## config.mk

```make
export PLATFORM = sky130hd
export DESIGN_NAME = axis_spi_slave_rx_flat
export DESIGN_NICKNAME = d
export VERILOG_FILES = /design/src/rtl/axis_spi_slave_rx_if.sv /design/src/rtl/axis_spi_slave_rx.sv /design/src/flat_wrapper.sv
export SDC_FILE = /design/constraint.sdc
export NUM_CORES = 1
export LEC_CHECK = 0
export ABC_AREA = 0
export BUFFER_PORTS_ARGS = -buffer_cell sky130_fd_sc_hd__buf_4
export CELL_PAD_IN_SITES_DETAIL_PLACEMENT = 1
export CELL_PAD_IN_SITES_GLOBAL_PLACEMENT = 1
export CORE_MARGIN = 5
export CORE_UTILIZATION = 49
export DETAILED_ROUTE_END_ITERATION = 8
export MAX_ROUTING_LAYER = met4
export PLACE_DENSITY = 0.89
export SYNTH_ARGS = -nofsm -noshare
export SYNTH_HDL_FRONTEND = slang
export SYNTH_SLANG_ARGS = --single-unit
```

## constraint.sdc

```tcl
create_clock -name clk -period 2 [get_ports clk]
set_input_delay 0.4 -clock clk [delete_from_list [all_inputs] [get_ports clk]]
set_output_delay 0.4 -clock clk [all_outputs]
set_load 0.005 [all_outputs]
```

## src/rtl/axis_spi_slave_rx_if.sv

```systemverilog
// SPI pins plus receive/response AXI-Stream buses of the SPI responder.
// slave = the responder itself; master = SPI master and AXI-Stream endpoints.
interface axis_spi_slave_rx_if;
  logic        sck;
  logic        cs_n;
  logic        mosi;
  logic        miso;
  logic        miso_oe;
  logic [31:0] m_axis_tdata;
  logic        m_axis_tvalid;
  logic        m_axis_tready;
  logic [31:0] s_axis_tdata;
  logic        s_axis_tvalid;
  logic        s_axis_tready;
  logic        overflow;
  logic        frame_err;

  modport slave (
    input  sck, cs_n, mosi, m_axis_tready, s_axis_tdata, s_axis_tvalid,
    output miso, miso_oe, m_axis_tdata, m_axis_tvalid, s_axis_tready, overflow, frame_err
  );

  modport master (
    output sck, cs_n, mosi, m_axis_tready, s_axis_tdata, s_axis_tvalid,
    input  miso, miso_oe, m_axis_tdata, m_axis_tvalid, s_axis_tready, overflow, frame_err
  );
endinterface

```

## src/rtl/axis_spi_slave_rx.sv

```systemverilog
// Mode-0 SPI responder: oversampled SCK/CS_N/MOSI deserialised to AXI-Stream; response word shifted out on MISO.
// Word valid SYNC_STAGES+2 clk after the final SCK rise is sampled; a word completing while the output is stalled is dropped (overflow).
module axis_spi_slave_rx #(
  parameter int SPI_DATA_WIDTH = 32,
  parameter int SYNC_STAGES    = 2
) (
  input logic                clk,
  input logic                aresetn,
  axis_spi_slave_rx_if.slave bus
);
  localparam int W  = SPI_DATA_WIDTH;
  localparam int CW = $clog2(W + 1);

  typedef enum logic {S_IDLE, S_ACTIVE} state_t;
  state_t r_state, w_state_nxt;

  logic [SYNC_STAGES-1:0] r_sck_sync, r_cs_sync, r_mosi_sync;
  logic r_sck_hist, r_cs_hist;
  logic r_sck_rise, r_sck_fall, r_cs_rise, r_cs_fall, r_mosi_bit;

  logic [W-2:0]  r_rx_shift;
  logic [W-1:0]  r_tx_shift, r_tx_hold, r_word;
  logic [CW-1:0] r_bit_cnt;
  logic          r_word_done, r_tx_full, r_miso, r_miso_oe;
  logic [31:0]   r_tdata;
  logic          r_tvalid, r_overflow, r_frame_err;

  logic          w_rx_en, w_tx_en, w_frame_start, w_frame_end;
  logic          w_consume, w_load, w_last, w_unused;
  logic [W-1:0]  w_word, w_tx_next;

  // Edge pulses and the MOSI sample are registered together so they stay aligned.
  always_ff @(posedge clk or negedge aresetn) begin
    if (!aresetn) begin
      r_sck_sync  <= '0;
      r_mosi_sync <= '0;
      r_cs_sync   <= '1;
      r_sck_hist  <= 1'b0;
      r_cs_hist   <= 1'b1;
      r_sck_rise  <= 1'b0;
      r_sck_fall  <= 1'b0;
      r_cs_rise   <= 1'b0;
      r_cs_fall   <= 1'b0;
      r_mosi_bit  <= 1'b0;
    end else begin
      r_sck_sync  <= {r_sck_sync[SYNC_STAGES-2:0], bus.sck};
      r_cs_sync   <= {r_cs_sync[SYNC_STAGES-2:0], bus.cs_n};
      r_mosi_sync <= {r_mosi_sync[SYNC_STAGES-2:0], bus.mosi};
      r_sck_hist  <= r_sck_sync[SYNC_STAGES-1];
      r_cs_hist   <= r_cs_sync[SYNC_STAGES-1];
      r_sck_rise  <= r_sck_sync[SYNC_STAGES-1] & ~r_sck_hist;
      r_sck_fall  <= ~r_sck_sync[SYNC_STAGES-1] & r_sck_hist;
      r_cs_rise   <= r_cs_sync[SYNC_STAGES-1] & ~r_cs_hist;
      r_cs_fall   <= ~r_cs_sync[SYNC_STAGES-1] & r_cs_hist;
      r_mosi_bit  <= r_mosi_sync[SYNC_STAGES-1];
    end
  end

  always_ff @(posedge clk or negedge aresetn) begin
    if (!aresetn) r_state <= S_IDLE;
    else          r_state <= w_state_nxt;
  end

  always_comb begin
    w_state_nxt   = r_state;
    w_rx_en       = 1'b0;
    w_tx_en       = 1'b0;
    w_frame_start = 1'b0;
    w_frame_end   = 1'b0;
    case (r_state)
      S_IDLE: begin
        if (r_cs_fall) begin
          w_frame_start = 1'b1;
          w_state_nxt   = S_ACTIVE;
        end
      end
      S_ACTIVE: begin
        w_rx_en = r_sck_rise;
        w_tx_en = r_sck_fall;
        if (r_cs_rise) begin
          w_frame_end = 1'b1;
          w_state_nxt = S_IDLE;
        end
      end
      default: w_state_nxt = S_IDLE;
    endcase
  end

  assign w_word    = {r_rx_shift, r_mosi_bit};
  assign w_last    = (r_bit_cnt == CW'(W - 1));
  assign w_tx_next = r_tx_full ? r_tx_hold : '0;
  // A falling SCK with bit_cnt==0 inside a frame can only follow a completed word.
  assign w_consume = w_frame_start | (w_tx_en & (r_bit_cnt == '0));
  assign w_load    = bus.s_axis_tvalid & ~r_tx_full;
  assign w_unused  = ^bus.s_axis_tdata;

  always_ff @(posedge clk or negedge aresetn) begin
    if (!aresetn) begin
      r_rx_shift  <= '0;
      r_tx_shift  <= '0;
      r_tx_hold   <= '0;
      r_tx_full   <= 1'b0;
      r_word      <= '0;
      r_word_done <= 1'b0;
      r_bit_cnt   <= '0;
      r_miso      <= 1'b0;
      r_miso_oe   <= 1'b0;
      r_frame_err <= 1'b0;
    end else begin
      r_word_done <= 1'b0;
      r_frame_err <= w_frame_end & (r_bit_cnt != '0);
      if (w_load) r_tx_hold <= bus.s_axis_tdata[W-1:0];
      r_tx_full <= w_load | (r_tx_full & ~w_consume);
      if (w_frame_start) begin
        r_bit_cnt  <= '0;
        r_tx_shift <= w_tx_next;
        r_miso     <= w_tx_next[W-1];
        r_miso_oe  <= 1'b1;
      end else if (w_frame_end) begin
        r_bit_cnt <= '0;
        r_miso    <= 1'b0;
        r_miso_oe <= 1'b0;
      end else begin
        if (w_rx_en) begin
          r_rx_shift <= w_word[W-2:0];
          if (w_last) begin
            r_bit_cnt   <= '0;
            r_word      <= w_word;
            r_word_done <= 1'b1;
          end else begin
            r_bit_cnt <= r_bit_cnt + CW'(1);
          end
        end
        if (w_tx_en) begin
          if (r_bit_cnt == '0) begin
            r_tx_shift <= w_tx_next;
            r_miso     <= w_tx_next[W-1];
          end else begin
            r_tx_shift <= r_tx_shift << 1;
            r_miso     <= r_tx_shift[W-2];
          end
        end
      end
    end
  end

  // A word completing on the handshake cycle replaces the departing beat.
  always_ff @(posedge clk or negedge aresetn) begin
    if (!aresetn) begin
      r_tdata    <= '0;
      r_tvalid   <= 1'b0;
      r_overflow <= 1'b0;
    end else begin
      r_overflow <= 1'b0;
      if (r_word_done) begin
        if (!r_tvalid || bus.m_axis_tready) begin
          r_tdata  <= 32'(r_word);
          r_tvalid <= 1'b1;
        end else begin
          r_overflow <= 1'b1;
        end
      end else if (bus.m_axis_tready) begin
        r_tvalid <= 1'b0;
      end
    end
  end

  assign bus.miso          = r_miso;
  assign bus.miso_oe       = r_miso_oe;
  assign bus.m_axis_tdata  = r_tdata;
  assign bus.m_axis_tvalid = r_tvalid;
  assign bus.s_axis_tready = ~r_tx_full;
  assign bus.overflow      = r_overflow;
  assign bus.frame_err     = r_frame_err;
endmodule
```

## src/flat_wrapper.sv

```systemverilog
// flat-port wrapper written by rule: the top's interface ports become plain ports
module axis_spi_slave_rx_flat 
#(
  parameter int SPI_DATA_WIDTH = 32,
  parameter int SYNC_STAGES    = 2
)
  (clk, aresetn, bus_sck, bus_cs_n, bus_mosi, bus_m_axis_tready, bus_s_axis_tdata, bus_s_axis_tvalid, bus_miso, bus_miso_oe, bus_m_axis_tdata, bus_m_axis_tvalid, bus_s_axis_tready, bus_overflow, bus_frame_err);
  axis_spi_slave_rx_if bus_i ();
  input logic clk;
  input logic aresetn;
  input wire logic [$bits(bus_i.sck)-1:0] bus_sck;
  input wire logic [$bits(bus_i.cs_n)-1:0] bus_cs_n;
  input wire logic [$bits(bus_i.mosi)-1:0] bus_mosi;
  input wire logic [$bits(bus_i.m_axis_tready)-1:0] bus_m_axis_tready;
  input wire logic [$bits(bus_i.s_axis_tdata)-1:0] bus_s_axis_tdata;
  input wire logic [$bits(bus_i.s_axis_tvalid)-1:0] bus_s_axis_tvalid;
  output wire logic [$bits(bus_i.miso)-1:0] bus_miso;
  output wire logic [$bits(bus_i.miso_oe)-1:0] bus_miso_oe;
  output wire logic [$bits(bus_i.m_axis_tdata)-1:0] bus_m_axis_tdata;
  output wire logic [$bits(bus_i.m_axis_tvalid)-1:0] bus_m_axis_tvalid;
  output wire logic [$bits(bus_i.s_axis_tready)-1:0] bus_s_axis_tready;
  output wire logic [$bits(bus_i.overflow)-1:0] bus_overflow;
  output wire logic [$bits(bus_i.frame_err)-1:0] bus_frame_err;
  assign bus_i.sck = bus_sck;
  assign bus_i.cs_n = bus_cs_n;
  assign bus_i.mosi = bus_mosi;
  assign bus_i.m_axis_tready = bus_m_axis_tready;
  assign bus_i.s_axis_tdata = bus_s_axis_tdata;
  assign bus_i.s_axis_tvalid = bus_s_axis_tvalid;
  assign bus_miso = bus_i.miso;
  assign bus_miso_oe = bus_i.miso_oe;
  assign bus_m_axis_tdata = bus_i.m_axis_tdata;
  assign bus_m_axis_tvalid = bus_i.m_axis_tvalid;
  assign bus_s_axis_tready = bus_i.s_axis_tready;
  assign bus_overflow = bus_i.overflow;
  assign bus_frame_err = bus_i.frame_err;
  axis_spi_slave_rx #(.SPI_DATA_WIDTH(SPI_DATA_WIDTH), .SYNC_STAGES(SYNC_STAGES)) u_core (.clk(clk), .aresetn(aresetn), .bus(bus_i));
endmodule
```

==> impl_metrics.csv, run 1 <==
group,metric,value,unit
grt,grt_use_total,19.5,%
grt,grt_max_degree,57,
synthesis,synth_top_area_cell,"dfrtp_1",
grt,grt_pass1_wl,25000,µm
grt,grt_pass1_vias,4698,
clock_network,cts_tree,"built",
clock_network,numCtsBuffers,17,
setup_path,cp_slowest_cell,"mux2_1",
power_and_ir_drop,power,9.76,mW
finish,final_nets,591,
die,rows,44,
clock_network,root_buffer,"clkbuf_16",
sta,fmax,554,MHz
finish,final_common_cell,"dfrtp_1",
finish,mostFrequentLayoutCells,"dfrtp_1 (182), mux2_2 (98), buf_4 (85)",
setup_path,endpoint_kind,"flop",
route,wirelength,15100,µm
setup_path,crit_cells,6,
sta,period_share,90.2,%
synthesis,synth.avg_cell_area,15.5,µm²
die,dieArea,0.0171,mm²
route,wl_per_cell,20.3,µm
setup_path,crit_buf_inv,2,
sta,setup_slack,196,ps
clock_network,cts_buffer_depth,2,
clock_network,clk_latency,430,ps
finish,syn_to_final_growth,20.4,%
placement,portBuffers,76,
clock_network,clkTransAtPathRegs,70,ps
setup_path,r2r_slack,200,ps
sta,maxSlewViolCount,0,
power_and_ir_drop,power_frac_seq,50.2,%
setup_path,r2r-start,"u_core.r_bit_cnt[0]",
synthesis,ys_warn_count,0,
power_and_ir_drop,p_int,7.27,mW
finish,drive_above_1_share,41.6,%
power_and_ir_drop,pwr-share-comb,15.4,%
route,vias,4090,
route,drcViolationCount,0,
sta,setup_viol,0,
power_and_ir_drop,power.density,1140,mW/mm²
clock_network,h-tree-depth,4,
synthesis,synth-seq-cells,185,
synthesis,synth_cell_type_count,34,
setup_path,crit_end,"u_core.r_word[13]",
setup_path,critPathKind,"flop to flop",
setup_path,cp-start-kind,"flop",
grt,grt-ovfl-total,0,
synthesis,ys_async_sr_fraction,100,%
synthesis,syn_area,0.00714,mm²
power_and_ir_drop,p_leak,4.27,nW
synthesis,synth_top_area_share,63.8,%
setup_path,r2r.worst_path.cells,6,
sta,relSlewSlack,52.0,%
die,die-width,131,µm
route,vias_per_cell,5.48,
sta,worst_pin_slew,718,ps
finish,multi_input_area,0.00234,mm²
route,drtIter0Drc,330,
placement,place_ws,-119,ps
clock_network,postCtsSetupBuffers,0,
placement,detailed_place_hpwl,9880,µm
finish,n_fill_cell,1363,
power_and_ir_drop,switchingPower,2.50,mW
placement,routabilityCongestion,0.792,
setup_path,arrival,2100,ps
setup_path,cp_max_fo,33,
finish,finish.utilization,59.6,%
synthesis,synthCells,461,
route,dr.pass1.iters,4,
sta,timing.final.crit_period,1800,ps
power_and_ir_drop,p_clk_share,34.5,%
power_and_ir_drop,switching_share,25.6,%
sta,finalSetupTns,0,ps
sta,rsz0062_at_grt,"false",
finish,ff_latch_area,0.00463,mm²
setup_path,cpLargestDelayFamily,"multiplexers",
flow_run,max-cap-violations,0,
die,die_h,131,µm
sta,fin_skew,17.7,ps
finish,diodes,0,
grt,antenna_found_initial,0,
placement,dp_cells,714,
route,drt.antenna.violating_nets,0,
sta,hold_viol,0,
power_and_ir_drop,vdd_drop_max,0.746,mV
setup_path,slowest_delay,370,ps
die,floorplan.initialDensity,49.5,%
setup_path,required,2290,ps
hold_path,hold_class,"input pin to flop",
synthesis,synthTopCellsByArea,"dfrtp_1 (64%), mux2_2 (15%), mux2_1 (4.6%), a221o_1 (4.2%), and2_1 (2.7%)",
clock_network,clock_sinks,185,
setup_path,cp_cell_sequence,"buf_4 > ha_1 > nand3b_1 > nor2_4 > buf_12 > mux2_1",
synthesis,syn_nets,502,
finish,stdcell_count,746,
synthesis,yosysSeqAreaShare,64.9,%
synthesis,ys.flop_type,"dfrtp_1",
setup_path,crit_start,"u_core.r_bit_cnt[0]",
setup_path,r2r-end,"u_core.r_word[13]",
die,io-pin-count,77,
status,outcome,"finished clean",
synthesis,synth-edff-count,0,
die,core,0.0144,mm²
==> power by group through the flow <==
stage / sequential [mW] / combinational, mW / clock [mW]
6_report: 4.90 / 1.50 / 3.36
5_1_grt: 4.97 / 1.65 / 3.60
4_1_cts: 4.90 / 1.54 / 3.43
3_5_place_dp: 4.94 / 1.52 / 0
3_3_place_gp: 4.89 / 1.38 / 0
2_1_floorplan: 4.76 / 1.09 / 0
==> per-stage QoR <==
stage	cell area, µm²	hold slack, ps
after CTS	8600	58.5
after global placement	7990	337
after floorplan	7140	104
after detailed placement	7990	336
final	8600	80.0
after global routing	8600	62.3
==> registers in the layout (all words and copies together), names as in the netlist, 2 cells and up <==
signal	cells
u_core.bus.m_axis_tdata	32
u_core.r_tx_hold	32
u_core.r_word	32
u_core.r_rx_shift	31
u_core.r_tx_shift	31
u_core.r_bit_cnt	6
u_core.r_cs_sync	2
u_core.r_mosi_sync	2
u_core.r_sck_sync	2
==> how the worst min path moves through the flow <==
stage                                startpoint                    to  slack, ps  cells past startpoint
after global placement     u_core.r_sck_sync[0]  u_core.r_sck_sync[1]        340                      0
after floorplan                         aresetn  u_core.bus.frame_err        100                      0
final                                   bus_sck  u_core.r_sck_sync[0]         80                      1
after CTS                               bus_sck  u_core.r_sck_sync[0]         60                      1
after detailed placement  u_core.r_mosi_sync[1]     u_core.r_mosi_bit        340                      0
after global routing                    bus_sck  u_core.r_sck_sync[0]         60                      1
==> synthesized netlist by cell type (2+ instances only) <==
cell type,n
a221o_1,30
and2_1,31
and3_2,2
buf_2,12
buf_6,7
clkbuf_1,4
dfrtp_1,182
dfstp_2,3
ha_1,2
inv_1,6
mux2_1,29
mux2_2,98
mux2i_1,2
nand2_1,9
nand2b_1,2
nand3_1,6
nand3b_1,3
nor2_1,4
nor2b_1,5
o21ai_0,8
o22ai_1,2
xor2_1,2
==> layer usage <==
layer | track usage (%) | share of wire [%]
met4 | 5.08 | 0.74
met2 | 33.5 | 54
met1 | 23.6 | 41
met5 | - | 0
met3 | 4.15 | 4.2
==> area by class of cell <==
| class | count | share of cell area (%) |
|---|---|---|
| flip-flops and latches | 185 | 53.9 |
| multi-input cells | 247 | 27.2 |
| repair buffers | 93 | 9.07 |
| clock buffers | 22 | 5.52 |
| well taps | 184 | 2.68 |
| clock inverters | 9 | 1.32 |
| inverters | 6 | 0.262 |
==> repair_timing <==
action,4_1_cts,5_1_grt
endpoints found under the hold margin,47,0
hold buffers,1,0
gates resized for setup,1,0
endpoints found under the setup margin,30,0
==> logic make-up (layout without fill, tap and decap cells) <==
logic type	after synthesis	count (layout)	share of synthesized area, %
AOI/OAI and AO/OA	47	47	6.03
DFF	185	185	64.9
muxes	129	129	20.3
xor gates and xnor gates	2	2	0.245
buffers and inverters	29	130	2.47
and+or+nand+nor	67	67	5.73
adders and majority gates	2	2	0.350
Note: power is estimated with default switching activity, not from simulation.
==> inputs of run 2 (changes only) <==
--- a/config.mk
+++ b/config.mk
@@ -10,10 +10,11 @@
 export CELL_PAD_IN_SITES_DETAIL_PLACEMENT = 1
 export CELL_PAD_IN_SITES_GLOBAL_PLACEMENT = 1
 export CORE_MARGIN = 5
-export CORE_UTILIZATION = 49
+export CORE_UTILIZATION = 51
+export CTS_BUF_LIST = sky130_fd_sc_hd__clkbuf_4
 export DETAILED_ROUTE_END_ITERATION = 8
 export MAX_ROUTING_LAYER = met4
-export PLACE_DENSITY = 0.89
+export PLACE_DENSITY = 0.92
 export SYNTH_ARGS = -nofsm -noshare
 export SYNTH_HDL_FRONTEND = slang
 export SYNTH_SLANG_ARGS = --single-unit
==> run 2 against run 1 <==
Wire length shrank 5.4%. Non-clock buffer count grew 9. Sequential power is essentially flat. Critical path depth is the same. Register-to-register slack is essentially flat. Sequential share of layout area grew 1.6 points. Clock power shrank 47%. Critical endpoint is now u_core.r_word[7]. Largest cell class unchanged.
==> impl_metrics.csv, run 2 (same netlist as run 1, synthesis figures left out) <==
group,metric,value,unit
grt,antenna_found_initial,0,
finish,final_nets,600,
finish,multi_input_area,0.00234,mm²
sta,fin_skew,28.5,ps
finish,syn_to_final_growth,16.8,%
setup_path,r2r_slack,200,ps
power_and_ir_drop,power,8.21,mW
sta,hold_viol,0,
finish,diodes,0,
grt,grt_use_total,19.0,%
sta,timing.final.crit_period,1800,ps
hold_path,hold_class,"input pin to flop",
sta,whs,66.0,ps
setup_path,cp_max_fo,33,
sta,setup_viol,0,
clock_network,clock_sinks,185,
finish,drive_above_1_share,40.8,%
power_and_ir_drop,power.density,984,mW/mm²
finish,mostFrequentLayoutCells,"dfrtp_1 (182), mux2_2 (98), buf_4 (84)",
hold_path,min_path_cells,2,
finish,design_area,0.00834,mm²
setup_path,cp-start-kind,"flop",
die,core,0.0138,mm²
setup_path,r2r-start,"u_core.r_bit_cnt[0]",
clock_network,postCtsSetupBuffers,0,
clock_network,cts_buffer_depth,2,
placement,dp_cells,710,
clock_network,clkTransAtPathRegs,140,ps
sta,worst_pin_slew,704,ps
clock_network,root_buffer,"clkbuf_4",
sta,fmax,557,MHz
sta,rsz0062_at_grt,"false",
finish,final_common_cell,"dfrtp_1",
route,wirelength,14300,µm
sta,maxSlewViolCount,0,
die,die-width,128,µm
route,vias,4050,
route,vias_per_cell,5.39,
clock_network,clk_latency,560,ps
setup_path,r2r-end,"u_core.r_word[7]",
setup_path,critPathKind,"flop to flop",
die,dieArea,0.0165,mm²
power_and_ir_drop,vdd_drop_max,0.799,mV
placement,routabilityCongestion,0.759,
hold_path,min_from,"bus_s_axis_tdata[17]",
finish,ff_latch_area,0.00463,mm²
finish,finish.utilization,60.3,%
setup_path,required,2450,ps
die,io-pin-count,77,
grt,grt-ovfl-total,0,
clock_network,numCtsBuffers,17,
grt,grt_pass1_wl,23900,µm
placement,detailed_place_hpwl,10000,µm
route,wl_per_cell,19.0,µm
sta,relSlewSlack,52.9,%
clock_network,cts_tree,"built",
route,dr.pass1.iters,5,
die,die_h,128,µm
finish,n_fill_cell,1318,
sta,setup_slack,205,ps
placement,portBuffers,76,
grt,grt_pass1_vias,4591,
die,floorplan.initialDensity,51.7,%
placement,place_ws,-130,ps
hold_path,hold_end,"u_core.r_tx_hold[17]",
die,rows,43,
power_and_ir_drop,p_leak,4.16,nW
setup_path,endpoint_kind,"flop",
sta,finalSetupTns,0,ps
flow_run,max-cap-violations,0,
finish,stdcell_count,751,
route,drt.antenna.violating_nets,0,
sta,period_share,89.8,%
route,drcViolationCount,0,
status,outcome,"finished clean",
setup_path,r2r.worst_path.cells,6,
clock_network,h-tree-depth,4,
grt,grt_max_degree,50,
route,drtIter0Drc,298,
setup_path,arrival,2240,ps
placement,placed_cell_area,0.00800,mm²
==> run 2: cell count changes in the layout (fill, tap and decap cells not counted), sizes merged <==
cell,before,now
inv,9,7
clkbuf,22,17
bufinv,2,1
clkinv,2,10
dlygate4sd3,1,10
==> run 2: layer usage <==
metal	track usage (%)	share of wire (%)	vias up
met2	31.7	52	86
li1	-	-	1850
met3	4.61	4.0	26
met5	-	0	-
met1	22.9	42	2088
met4	5.87	1.7	0
==> run 2: worst max-delay path by stage <==
stage,cells after the start,startpoint,to
after floorplan,4,u_core.r_cs_rise,u_core.r_word[10]
final,6,u_core.r_bit_cnt[0],u_core.r_word[7]
after global placement,4,u_core.r_cs_rise,u_core.r_tx_shift[7]
after CTS,6,u_core.r_bit_cnt[0],u_core.r_word[7]
after detailed placement,4,u_core.r_cs_rise,u_core.r_tx_shift[30]
after global routing,6,u_core.r_bit_cnt[0],u_core.r_word[7]
==> run 2: critical path: stages (launching register included) <==
cell and delay [ps]:
dfrtp_1 370, buf_4 140, ha_1 250, nand3b_1 190, nor2_4 140, buf_12 220, mux2_1 360
==> run 2: area by class of cell <==
cell class | instances | share of cell area [%]
Inverter | 6 | 0.270
Multi-Input combinational cell | 247 | 28.1
Clock buffer | 17 | 1.53
Sequential cell | 185 | 55.6
Tap cell | 180 | 2.70
Clock inverter | 14 | 1.29
Timing Repair Buffer | 102 | 10.6
==> run 2: where the power goes <==
group	leakage [nW]	switching (mW)	internal, mW
logic	1.59	0.630	0.897
clock network	0.130	1.20	0.592
registers	2.44	0.460	4.43
==> run 2: what timing repair did <==
| item | in CTS | in global routing |
|---|---|---|
| setup endpoints to repair | 30 | 0 |
| hold endpoints to repair | 47 | 6 |
| resized for setup | 1 | 0 |
| hold buffers | 4 | 6 |
